$ cat config.mk
export PLATFORM = sky130hd
export DESIGN_NAME = oled_glyph_writer
export DESIGN_NICKNAME = d
export VERILOG_FILES = /design/src/rtl/oled_glyph_writer.sv
export SDC_FILE = /design/constraint.sdc
export NUM_CORES = 1
export LEC_CHECK = 0
export CAP_MARGIN = 10
export CORE_UTILIZATION = 39
export DETAILED_ROUTE_END_ITERATION = 10
export PLACE_DENSITY = 0.71
export SYNTH_ARGS = -nofsm -noshare
export SYNTH_HDL_FRONTEND = slang
export SYNTH_SLANG_ARGS = --single-unit
$ cat constraint.sdc
create_clock -name sys_clk -period 2.1 [get_ports sys_clk]
set_input_delay 0.315 -clock sys_clk [delete_from_list [all_inputs] [get_ports sys_clk]]
set_output_delay 0.315 -clock sys_clk [all_outputs]
set_load 0.005 [all_outputs]
$ cat src/rtl/oled_glyph_writer.sv
// oled_glyph_writer
// Fetches one glyph (8 or 16 columns, two 8-pixel pages tall) from the font ROM
// and streams it to the OLED byte transmitter. Each half is preceded by the
// SSD1306 page-address, column-low and column-high commands.
module oled_glyph_writer #(
    parameter logic [7:0] PAGE_CMD_BASE = 8'hB0,
    parameter int         ROM_LATENCY   = 1
) (
    input  logic       sys_clk,
    input  logic       rst_n,
    input  logic       req_valid,
    output logic       req_ready,
    input  logic [5:0] req_glyph,
    input  logic       req_wide,
    input  logic [2:0] req_page,
    input  logic [6:0] req_col,
    output logic [5:0] font_sel,
    output logic       font_row,
    output logic [8:0] index,
    input  logic [7:0] font_data,
    output logic       tx_valid,
    input  logic       tx_ready,
    output logic [7:0] tx_byte,
    output logic       tx_dc,
    output logic       busy,
    output logic       done
);

    // The FETCH/CAPTURE pair assumes exactly one cycle of ROM read latency.
    generate
        if (ROM_LATENCY != 1) begin : g_rom_latency_check
            $error("oled_glyph_writer: only ROM_LATENCY == 1 is supported");
        end
    endgenerate

    typedef enum logic [2:0] {
        IDLE,
        CMD_PAGE,
        CMD_CLO,
        CMD_CHI,
        FETCH,
        CAPTURE,
        SEND,
        DONE
    } state_t;

    state_t     state_reg;
    state_t     state_next;

    // Request fields, frozen for the whole glyph.
    logic [5:0] glyph_reg;
    logic       wide_reg;
    logic [2:0] page_reg;
    logic [6:0] col_reg;

    // Half (row) and column-within-half counters.
    logic       row_reg;
    logic       row_next;
    logic [3:0] col_cnt_reg;
    logic [3:0] col_cnt_next;

    // Glyph byte captured from the ROM, presented during SEND.
    logic [7:0] data_reg;

    logic       accept;
    logic       last_col;
    logic [2:0] cur_page;

    assign accept   = req_valid && (state_reg == IDLE);
    assign last_col = wide_reg ? (col_cnt_reg == 4'd15) : (col_cnt_reg == 4'd7);
    // 3-bit addition wraps page 7 + 1 back to page 0.
    assign cur_page = page_reg + {2'b00, row_reg};

    // The ROM address simply follows the counters; it is stable from FETCH through CAPTURE.
    assign font_sel = glyph_reg;
    assign font_row = row_reg;
    assign index    = {5'd0, col_cnt_reg};

    // State register.
    always_ff @(posedge sys_clk or negedge rst_n) begin
        if (!rst_n) begin
            state_reg <= IDLE;
        end else begin
            state_reg <= state_next;
        end
    end

    // Latch the request on acceptance; req_* is ignored afterwards.
    always_ff @(posedge sys_clk or negedge rst_n) begin
        if (!rst_n) begin
            glyph_reg <= 6'd0;
            wide_reg  <= 1'b0;
            page_reg  <= 3'd0;
            col_reg   <= 7'd0;
        end else if (accept) begin
            glyph_reg <= req_glyph;
            wide_reg  <= req_wide;
            page_reg  <= req_page;
            col_reg   <= req_col;
        end
    end

    // Row/column counters and the captured ROM byte.
    always_ff @(posedge sys_clk or negedge rst_n) begin
        if (!rst_n) begin
            row_reg     <= 1'b0;
            col_cnt_reg <= 4'd0;
            data_reg    <= 8'd0;
        end else begin
            row_reg     <= row_next;
            col_cnt_reg <= col_cnt_next;
            if (state_reg == CAPTURE) begin
                data_reg <= font_data;
            end
        end
    end

    // Next-state, counter updates and handshake/status outputs.
    always_comb begin
        state_next   = state_reg;
        row_next     = row_reg;
        col_cnt_next = col_cnt_reg;
        req_ready    = 1'b0;
        busy         = 1'b1;
        done         = 1'b0;
        tx_valid     = 1'b0;
        tx_byte      = data_reg;
        tx_dc        = 1'b0;

        case (state_reg)
            IDLE: begin
                req_ready = 1'b1;
                busy      = 1'b0;
                if (accept) begin
                    state_next   = CMD_PAGE;
                    row_next     = 1'b0;
                    col_cnt_next = 4'd0;
                end
            end
            CMD_PAGE: begin
                tx_valid = 1'b1;
                tx_byte  = PAGE_CMD_BASE + {5'd0, cur_page};
                if (tx_ready) begin
                    state_next = CMD_CLO;
                end
            end
            CMD_CLO: begin
                tx_valid = 1'b1;
                tx_byte  = {4'h0, col_reg[3:0]};
                if (tx_ready) begin
                    state_next = CMD_CHI;
                end
            end
            CMD_CHI: begin
                tx_valid = 1'b1;
                tx_byte  = {4'h1, 1'b0, col_reg[6:4]};
                if (tx_ready) begin
                    state_next = FETCH;
                end
            end
            FETCH: begin
                state_next = CAPTURE;
            end
            CAPTURE: begin
                state_next = SEND;
            end
            SEND: begin
                tx_valid = 1'b1;
                tx_dc    = 1'b1;
                if (tx_ready) begin
                    if (!last_col) begin
                        col_cnt_next = col_cnt_reg + 4'd1;
                        state_next   = FETCH;
                    end else if (!row_reg) begin
                        row_next     = 1'b1;
                        col_cnt_next = 4'd0;
                        state_next   = CMD_PAGE;
                    end else begin
                        state_next = DONE;
                    end
                end
            end
            DONE: begin
                busy       = 1'b0;
                done       = 1'b1;
                state_next = IDLE;
            end
            default: begin
                state_next = IDLE;
            end
        endcase
    end

endmodule

Word-level counts from Yosys, hierarchy flattened --
Cells that the tools add are included.
Cells by class: $add $sub $neg 3, mux-type cells 24, eq/ne operators 16, reduce and logical (&&, ||, !) cells 8
Operator list (count):
- 3-bit one-hot mux with 8 select lines | 1
- 8-bit one-hot mux with 3 select lines | 1
- 3-bit two-way mux | 7
- 4-bit two-way mux | 4
- 3-bit equality test, second input constant | 4
- 2-bit inequality test, second input constant | 6
- 1-bit two-way mux | 9
- 8-bit by 3-bit adder with 8-bit output, first input constant | 1
- 4-bit one-hot mux with 2 select lines | 1
- 4-bit AND reduction | 2
- 3-bit by 2-bit equality test with 1-bit output, second input constant | 2
- 5-bit AND reduction | 1
- 4-bit by 1-bit adder with 4-bit output, second input constant | 1
- 4-bit by 3-bit equality test with 1-bit output, second input constant | 1
- 4-bit equality test, second input constant | 1
- 4-bit OR reduction | 1
- 3-bit by 1-bit adder with 3-bit output | 1
- 3-bit by 1-bit equality test with 1-bit output, second input constant | 1
- 3-bit zero test | 1
- 3-bit inequality test, second input constant | 1
- 1-bit one-hot mux with 2 select lines | 1
- 2-bit nonzero test | 1
- 2-bit OR reduction | 1
- 1-bit logical AND | 1
Word-level totals: word-level logic and storage cells 59, register bits 33, bits of input ports 29

Depth between registers and ports, before layout --
Gate-level depths: netlist of the first run.
depth in word-level cells 5, depth in mapped cells 6, depth with buffers taken out 6

Worst setup path before layout of the first run --
Ideal clock, no wire load.
kind reg-to-output, start point register row_reg, in the netlist font_row, end point output port tx_byte[2], required time 1.785 ns, setup slack 0.426 ns, arrival time 1.359 ns, stages on the path, launching flop included 7, cells stage by stage dfrtp_1 ha_1 ha_1 xnor2_1 a221oi_1 a21oi_1 a21oi_1
Between the ends: cells in the longest elaborated chain, start to end 3
Ends and longest elaborated chain:
- from (decl) | RTL line 57 | logic row_reg;
- from (signal assigned) | RTL line 110 | row_reg <= row_next;
- 3-bit by 1-bit adder with 3-bit output | RTL line 72 | assign cur_page = page_reg + {2'b00, row_reg};
- 8-bit by 3-bit adder with 8-bit output | RTL line 142 | tx_byte = PAGE_CMD_BASE + {5'd0, cur_page};
- 8-bit one-hot mux with 3 select lines | RTL line 130 | case (state_reg)
- to (decl) | RTL line 23 | output logic [7:0] tx_byte,
Every way passes these cells.

Final worst setup path of the first run --
Ends and elaborated chain as after synthesis.

==> key figures, run 1 <==
Outcome
  • Outcome: completed

GRT
  • Total GRT Usage: 0.187
  • Total global routing overflow: 0
  • Vias in the first global route: 1373
  • Pin count of the biggest net entering global routing: 34
  • Antenna violations before repair: 0
  • Global-route wire length before repair: 6370 um

Cells and area
  • Area grow syn2layout: 46.4%
  • FILL cells: 348
  • Multi-input logic area: 856 um^2
  • Final non-filler cell total: 263
  • Final layout net count: 244
  • Inserted Diodes: 0
  • Share of layout cells above drive strength 1: 0.305
  • Max reg flops: 8
  • Finished Cell Area: 0.00252 mm^2
  • Fin util: 0.612
  • Register area: 830 um^2

Placed design
  • GPL Wtd Cong: ~0.81
  • Placed cell count: about 250
  • DP Wirelength: 2950 um
  • Placed Area: 0.00231 mm^2
  • IO buf count: 52
  • Place WS: -0.105 ns

Synthesis
  • Main area contributors after synthesis: dfrtp_1 (48%), mux2_2 (16%), buf_4 (3.5%), a21oi_1 (2.6%), nor2_1 (2.4%)
  • Commonest cells post-synth: dfrtp_1 (33), mux2_2 (25), nor2_1 (11)
  • Avg Synthesized Cell Area: 11.5 um^2
  • Synth Flop Type: dfrtp_1
  • #FFs+latches synth: 33
  • Cell with the most instances after synthesis: dfrtp_1
  • Seq/Total Area, Yosys: 0.480
  • Largest area contributor in the netlist: dfrtp_1
  • Distinct cell type count after synthesis: 43
  • Post-Synthesis Cell Area: between 0.0015 and 0.002 mm^2
  • Synth top area share: 0.480
  • Yosys warnings: 0
  • Fraction of synthesis flops using an asynchronous set or reset pin: 1.00
  • Synthesized netlist cell count: 150
  • Post-synth EDFFs: 0

Critical path
  • CP peak stage delay: between 0.3 and 0.4 ns
  • Worst path arrival time: around 1.8 ns
  • Kind of critical path: reg2out
  • Worst Path Max Fanout: 2
  • Setup crit end kind: output port
  • Most Frequent Cell on Critical Path: a21oi_1
  • Critical-path top delay cell: dfrtp_1
  • Critical Path Start Type: flip-flop
  • WP data required: about 1.8 ns
  • Critical Path, Cell by Cell: ha_2, ha_4, xnor2_2, a221oi_2, a21oi_1, a21oi_1, buf_2

Clock tree
  • H-tree lvl count: 2
  • CTS tree: yes
  • CTS clk-pin slew, worst paths: roughly 0.07 ns
  • Inserted Clock Buffers: 5
  • Clk Latency, worst-skew pair: 0.28 ns
  • Clk sinks: 33
  • Hold Buf Count CTS: 0
  • Clock buffer depth: 2
  • CTS Root Cell: clkbuf_8

Routing
  • DRT Wirelength: 3970 um
  • DR pass1 iterations: 4
  • DR WL/cell: 15.1 um
  • Vias per cell: ~5.4
  • # DRC: 0
  • Post-DRT Antenna Nets: 0
  • Vias post-DR: 1414
  • Iter 0 DRT Violations: 145

Timing
  • Worst Clk Skew: 0.00485 ns
  • Unrepaired setup endpoints after global routing: true
  • Final worst-path cycle share: 0.991
  • Worst setup margin: 0.0182 ns
  • Final setup vio count: 0
  • Fin crit period: between 2 and 2.5 ns
  • Fin. Hold Viols: 0
  • Slew Limit Fails: 0
  • Fmax: 480 MHz

Floorplanning
  • Die ar.: 0.00468 mm^2
  • Die height: just under 70 um
  • Initial core utilization: 0.418
  • # rows: 23
  • Num ports: 58
  • DIE WIDTH: 68.4 um
  • Core area: 0.00412 mm^2

Hold path
  • Hold WC Path Type: in2async

Pwr
  • Cell Pwr Density: around 1500 mW/mm^2
  • Peak VDD IR: approximately 0.00065 V
  • Leakage: around 1.1 nW

Job
  • Max_cap viols: 0
==> through the flow <==
| stage | TNS [ns] | hold slack [ns] | power, W |
|---|---|---|---|
| after global placement | -0.0773 | 0.492 | 0.00295 |
| after floorplan | 0 | 0.0194 | 0.00215 |
| after global routing | -0.0835 | 0.486 | 0.00402 |
| final | 0 | 0.435 | 0.00377 |
| after detailed placement | -0.105 | 0.499 | 0.00301 |
| after CTS | 0 | 0.451 | 0.00373 |
==> path summary, 6_finish.rpt <==
path | startpoint | to | slack, ns | cells past startpoint
min in group sys_clk | data_reg[4]$_DFFE_PN0N_ | data_reg[4]$_DFFE_PN0N_ | 0.52 | 1
setup / recovery | font_row$_DFFE_PN0P_ | tx_byte[2] | 0.02 | 7
hold reg to reg | data_reg[4]$_DFFE_PN0N_ | data_reg[4]$_DFFE_PN0N_ | 0.52 | 1
max in group asynchronous | rst_n | state_reg[2]$_DFFE_PN0P_ | 1.33 | 2
hold / removal | rst_n | col_cnt_reg[2]$_DFFE_PN0P_ | 0.44 | 2
setup reg to reg | state_reg[1]$_DFFE_PN0P_ | col_reg[3]$_DFFE_PN0P_ | 0.43 | 4
==> cell usage in the layout (no fill, tap or decap), drive strengths merged, types with 2 or more instances in the layout <==
cell type,instances
ha,3
o21ai,6
a22oi,2
mux2,25
nand2,5
bufinv,2
and2,2
a21oi,10
inv,3
xnor2,2
dfrtp,33
a32o,2
dlymetal6s2s,4
nor2b,3
mux2i,3
nand3,5
clkdlybuf4s50,46
buf,14
conb,5
nor2,11
clkbuf,5
==> final cells by class <==
cell class                      count  area share
Multi-Input combinational cell    104       0.340
Sequential cell                    33       0.329
Timing Repair Buffer               65       0.248
Clock buffer                        5      0.0273
Clock inverter                      3      0.0258
Tap cell                           50      0.0248
Inverter                            3     0.00447
==> report_power, final <==
part	leakage (nW)	internal, W	switching (W)
logic	0.627	0.00112	0.000735
clock network	0.0681	0.000471	0.000231
registers	0.396	0.000953	0.000263
==> per-layer routing <==
layer / up-vias / GRT usage / part of all wire
li1: 662 / - / -
met1: 707 / 0.229 / 0.41
met2: 41 / 0.313 / 0.54
met3: 4 / 0.0500 / 0.043
met4: 0 / 0.0703 / 0.010
met5: - / 0 / 0
==> cell families after synthesis <==
logic type,Yosys count,share of synthesized area
xor+xnor,2,0.0102
simple gates,34,0.114
compound gates,32,0.130
flops,33,0.480
buf+inv,17,0.0604
fa+ha+maj,3,0.0218
mux,28,0.181
other cells,1,0.00218
==> repair_timing <==
action / in CTS / in global routing
hold endpoints to repair: 0 / 0
resized for setup: 12 / 14
gates cloned: 0 / 0
buffers inserted: 0 / 2
pin swaps: 2 / 4
endpoints found under the setup margin: 8 / 7
==> critical path, delay by kind of cell (launching register included) <==
kind / cells / cell delay, ns
buf+inv: 1 / 0.14
compound gates: 3 / 0.48
xor+xnor: 1 / 0.13
flops: 1 / 0.39
fa+ha+maj: 2 / 0.36
(Power assumes the default switching activity.)
==> inputs of run 2 (changes only) <==
Settings changed: CAP_MARGIN 10 to unset, CORE_UTILIZATION 39 to 45, HOLD_SLACK_MARGIN set to 0.12, PLACE_DENSITY 0.71 to 0.8.
==> run 2 against run 1 <==
  * The flow now finishes with violations (setup timing)
  * Global-route usage is 3.0 points higher
  * Fmax decreased by 2.0%
  * Worst setup slack worse by 0.043 ns
  * Worst hold slack better by 0.0016 ns
  * Critical path depth unchanged
  * Via count increased by 1.8%
==> key figures, run 2 (synthesized netlist as in run 1, its figures left out) <==
Cells and area
  • Register area: 830 um^2
  • Area grow syn2layout: 45.7%
  • Commonest non-fill, non-tap cell in the layout: clkdlybuf4s50_1
  • Max reg flops: 8
  • Share of layout cells above drive strength 1: 0.312
  • FILL cells: 256
  • Final layout net count: 246
  • Final non-filler cell total: ~260
  • Commonest cells after routing, fill and taps aside: clkdlybuf4s50_1 (47), dfrtp_1 (30), mux2_2 (25)
  • Inserted Diodes: 0
  • Multi-input logic area: 848 um^2

Timing
  • Fin crit period: 2.12 ns
  • Final worst-path cycle share: 1.01
  • Fmax: 471 MHz
  • Fin. Hold Viols: 0
  • Worst Clk Skew: a little over 0.008 ns
  • Unrepaired setup endpoints after global routing: true
  • Slew Limit Fails: 0
  • Final setup vio count: 1
  • Worst setup margin: -0.0247 ns

Routing
  • # DRC: 0
  • Iter 0 DRT Violations: 56
  • DR WL/cell: 16.3 um
  • Post-DRT Antenna Nets: 0
  • DR pass1 iterations: 4
  • Vias post-DR: 1440
  • Vias per cell: between 5 and 6
  • DRT Wirelength: around 4300 um

Placed design
  • GPL Wtd Cong: 0.792
  • Placed cell count: 249
  • DP Wirelength: 2900 um
  • IO buf count: 52

Pwr
  • Net Switching: 0.00127 W
  • Sw Ratio: 0.339
  • Cell Pwr Density: 1500 mW/mm^2
  • Sequential power share: 0.324
  • Leakage: 1.08 nW
  • Clock share of power: 0.162
  • Gate power share: 0.514
  • Peak VDD IR: 0.000783 V
  • Power Internal: 0.00249 W
  • Total power: 0.00376 W

Clock tree
  • CTS clk-pin slew, worst paths: 0.07 ns
  • Clock buffer depth: 2
  • Clk sinks: 33
  • CTS tree: yes
  • Inserted Clock Buffers: 5
  • Clk Latency, worst-skew pair: 0.28 ns
  • H-tree lvl count: 2
  • CTS Root Cell: clkbuf_8

Critical path
  • FF-to-FF End: col_reg[2]$_DFFE_PN0P_
  • Critical Path Start Type: flip-flop
  • Reg-to-Reg Start: state_reg[1]$_DFFE_PN0P_
  • Worst Path Max Fanout: 2
  • Kind of critical path: reg2out
  • WP data required: 1.78 ns
  • Worst path arrival time: between 1.5 and 2 ns
  • Setup crit end kind: output port
  • R2r worst-path depth: 4
  • R2R setup slack: around 0.34 ns

Floorplanning
  • Num ports: a little under 60
  • Core area: 0.00366 mm^2
  • Die ar.: 0.00407 mm^2
  • Initial core utilization: 0.470
  • # rows: 22
  • DIE WIDTH: 63.8 um
  • Die height: 63.8 um

GRT
  • Vias in the first global route: between 1000 and 1500
  • Total global routing overflow: 0
  • Pin count of the biggest net entering global routing: 34
  • Antenna violations before repair: 0
  • Global-route wire length before repair: 6710 um
  • Total GRT Usage: 0.217

Hold path
  • Hold WC Path Type: in2async

Job
  • Max_cap viols: 0

Outcome
  • Violated checks: setup timing
  • Outcome: finished, violations left
[run 2: stage by stage]
stage,hold slack [ns],area (um^2),TNS (ns),utilization,setup slack (ns)
6_report,0.437,2510,-0.0247,0.685,-0.0247
5_1_grt,0.474,2510,-0.107,0.685,-0.0895
4_1_cts,0.450,2450,-0.0641,0.670,-0.0456
3_5_place_dp,0.496,2290,-0.141,0.626,-0.141
3_3_place_gp,0.491,2290,-0.0828,0.626,-0.0828
2_1_floorplan,0.0194,1740,0,-,0.426
[run 2: how the worst max path moves through the flow]
stage                                 start          to  slack, ns
floorplan              font_row$_DFFE_PN0P_  tx_byte[2]       0.43
global placement       font_row$_DFFE_PN0P_  tx_byte[2]      -0.08
detailed placement  page_reg[0]$_DFFE_PN0P_  tx_byte[2]      -0.14
CTS                 page_reg[0]$_DFFE_PN0P_  tx_byte[2]      -0.05
global route           font_row$_DFFE_PN0P_  tx_byte[2]      -0.09
finish                 font_row$_DFFE_PN0P_  tx_byte[2]      -0.02
[run 2: per-layer routing]
metal	global-route usage	part of all wire
met2	0.378	0.55
met3	0.0696	0.047
met4	0.0881	0.034
met5	0	0
met1	0.243	0.37
[run 2: worst max-delay path, cell delays in order, from the launching register on]
cell and delay, ns:
dfrtp_1 0.39, ha_2 0.22, ha_4 0.17, xnor2_2 0.13, a221oi_2 0.24, a21oi_1 0.07
a21oi_1 0.17, buf_2 0.15
[run 2: what timing repair did]
action / 4_1_cts / 5_1_grt
pin swaps: 2 / 2
setup endpoints to repair: 8 / 6
setup buffers: 5 / 1
resized for setup: 13 / 13
hold buffers: 0 / 0
gates cloned: 0 / 0
[run 2: final cells by class]
type                       instances  share of cell area
clock inverter                     1              0.0120
sequential                        33               0.331
multi-input combinational        104               0.338
tap                               48              0.0240
inverter                           3             0.00449
timing repair buffer              67               0.256
clock buffer                       7              0.0344
[run 2: power by group through the flow]
stage / registers (W) / clock network, W / logic (W)
after floorplan: 0.00112 / 0 / 0.00102
final: 0.00122 / 0.000609 / 0.00193
after global placement: 0.00119 / 0 / 0.00172
after detailed placement: 0.00122 / 0 / 0.00178
after global routing: 0.00126 / 0.000647 / 0.00209
after CTS: 0.00119 / 0.000621 / 0.00186
==> inputs of run 3 (changes only) <==
Settings changed: CELL_PAD_IN_SITES_DETAIL_PLACEMENT set to 0, CELL_PAD_IN_SITES_GLOBAL_PLACEMENT set to 1, CORE_UTILIZATION 45 to 35, PLACE_DENSITY 0.8 to 0.81, REMOVE_ABC_BUFFERS set to 1.
==> run 3 against run 2 <==
  * The flow now finishes without violations
  * Global-route usage fell by 5.3 points
  * Fmax is 5.1% higher
  * Via count fell by 1.1%
  * Core utilization decreased by 16 points
  * Worst hold slack better by 0.0015 ns
  * Cell count grew 6.5%
  * Combinational power is 4% lower
  * Register-to-register slack improved by 0.03 ns
  * Worst setup slack better by 0.10 ns
  * Critical path depth down 4
  * Wire length down 6.7%
  * Sequential share of layout area increased by 0.32 points
  * Critical endpoint is now tx_dc
  * Largest cell class unchanged
==> key figures, run 3 (synthesized netlist as in run 1, its figures left out) <==
Critical path
  • WP data required: 1.78 ns
  • CP delay by family, top: buffers and inverters
  • CP peak stage delay: 0.51 ns
  • Kind of critical path: reg2out
  • R2r worst-path depth: 4
  • Worst path arrival time: around 1.7 ns
  • Critical Path, Cell by Cell: buf_4, and3b_2, clkdlybuf4s50_1
  • R2R setup slack: 0.37 ns
  • CP Buf/Inv Count: 2
  • Worst Path Max Fanout: 14
  • Critical Path Start Type: flip-flop
  • Critical-path top delay cell: clkdlybuf4s50_1
  • Setup crit end kind: output port
  • FF-to-FF End: page_reg[1]$_DFFE_PN0P_
  • Reg-to-Reg Start: state_reg[1]$_DFFE_PN0P_

Cells and area
  • FILL cells: 398
  • Area grow syn2layout: 44.4%
  • Max reg flops: 8
  • Final layout net count: around 250
  • Finished Cell Area: 0.00248 mm^2
  • Share of layout cells above drive strength 1: 0.286
  • Inserted Diodes: 0
  • Multi-input logic area: 838 um^2
  • Commonest cells after routing, fill and taps aside: clkdlybuf4s50_1 (47), dfrtp_1 (30), mux2_2 (25)
  • Register area: around 830 um^2
  • Commonest non-fill, non-tap cell in the layout: clkdlybuf4s50_1
  • Fin util: 0.526

Timing
  • Final setup vio count: 0
  • Worst setup margin: between 0.07 and 0.08 ns
  • Worst Clk Skew: 0.00486 ns
  • Final worst-path cycle share: 0.963
  • Fmax: 495 MHz
  • Slew Limit Fails: 0
  • Fin crit period: 2.02 ns
  • Hold WS: between 0.4 and 0.5 ns
  • Setup Total Neg Slack: 0 ns
  • Fin. Hold Viols: 0
  • Unrepaired setup endpoints after global routing: true

Pwr
  • Sw Ratio: 0.339
  • Gate power share: 0.526
  • Peak VDD IR: 0.000515 V
  • Clock share of power: 0.134
  • Cell Pwr Density: 1420 mW/mm^2
  • Sequential power share: 0.341
  • Leakage: 1.05 nW
  • Power Internal: 0.00233 W
  • Net Switching: 0.00120 W

Floorplanning
  • DIE WIDTH: 72.1 um
  • # rows: 25
  • Die height: 72.1 um
  • Num ports: 58
  • Initial core utilization: 0.364
  • Core area: 0.00472 mm^2
  • Die ar.: a little over 0.005 mm^2

Job
  • Max_cap viols: 0

Clock tree
  • CTS tree: yes
  • Clock buffer depth: 2
  • H-tree lvl count: 2
  • Clk sinks: 33
  • CTS Root Cell: clkbuf_8
  • Clk Latency, worst-skew pair: 0.28 ns
  • Inserted Clock Buffers: 5
  • CTS clk-pin slew, worst paths: about 0.06 ns

Placed design
  • Place WS: -0.0734 ns
  • IO buf count: 52
  • GPL Wtd Cong: around 0.89
  • Placed Area: 0.00232 mm^2
  • DP Wirelength: 2940 um

GRT
  • GRT busiest layer: met2
  • Global-route wire length before repair: 6510 um
  • Pin count of the biggest net entering global routing: 34
  • Total GRT Usage: 0.164
  • Routing usage on met1: 0.197
  • Vias in the first global route: 1393
  • Total global routing overflow: 0
  • GR Util met3: 0.0431
  • Antenna violations before repair: 0
  • Grt met2 use: 0.286

Routing
  • Post-DRT Antenna Nets: 0
  • DRT Wirelength: 4000 um
  • Iter 0 DRT Violations: 121
  • Vias per cell: 5.09
  • # DRC: 0
  • Vias post-DR: about 1400
  • DR pass1 iterations: 4
  • DR WL/cell: 14.3 um

Hold path
  • Hold WC Path Type: in2async

Outcome
  • Outcome: completed
[run 3: cell types whose count changed in the layout (fill, tap and decap cells not counted), sizes merged]
cell / change
buf: -1
bufinv: -1
[run 3: area by class of cell]
class,count,share of cell area
multi-input cells,104,0.338
flip-flops and latches,33,0.334
repair buffers,66,0.255
clock buffers,7,0.0348
well taps,67,0.0338
inverters,3,0.00453
[run 3: metal layers]
layer	vias to the layer above	share of wire
li1	660	-
met1	711	0.42
met2	47	0.52
met3	6	0.050
met4	0	0.011
met5	-	0
[run 3: timing repair]
action / 4_1_cts / 5_1_grt
endpoints found under the setup margin: 10 / 8
buffers inserted: 2 / 2
pin swaps: 1 / 1
gates resized for setup: 10 / 12
hold buffers: 0 / 0
[run 3: power groups by stage]
| stage | Sequential (W) | Clock [W] | Combinational (W) |
|---|---|---|---|
| 2_1_floorplan | 0.00122 | 0 | 0.000848 |
| 3_5_place_dp | 0.00122 | 0 | 0.00179 |
| 3_3_place_gp | 0.00119 | 0 | 0.00174 |
| 6_report | 0.00120 | 0.000472 | 0.00186 |
| 5_1_grt | 0.00125 | 0.000516 | 0.00203 |
| 4_1_cts | 0.00120 | 0.000489 | 0.00182 |
[run 3: worst max-delay path by stage]
stage               cells after the start                startpoint  slack, ns                    endpoint
floorplan                               4  state_reg[1]$_DFFE_PN0P_       0.04  col_cnt_reg[1]$_DFFE_PN0P_
global placement                        7      font_row$_DFFE_PN0P_      -0.09                  tx_byte[2]
detailed placement                      7      font_row$_DFFE_PN0P_      -0.07                  tx_byte[2]
CTS                                     5  state_reg[1]$_DFFE_PN0P_      0.007                  tx_byte[3]
global route                            7      font_row$_DFFE_PN0P_     -0.007                  tx_byte[2]
finish                                  3  state_reg[0]$_DFFE_PN0P_       0.08                       tx_dc
[run 3: worst reg2reg max path, stage by stage, from the launching register on]
cell	delay (ns)
dfrtp_2	0.45
buf_4	0.18
nor4b_4	0.33
buf_4	0.28
mux2_2	0.37
[run 3: through the flow]
| stage | power, W | instances |
|---|---|---|
| floorplan | 0.00206 | 140 |
| global placement | 0.00293 | 269 |
| detailed placement | 0.00301 | 269 |
| CTS | 0.00351 | 278 |
| global route | 0.00379 | 280 |
| finish | 0.00353 | 280 |
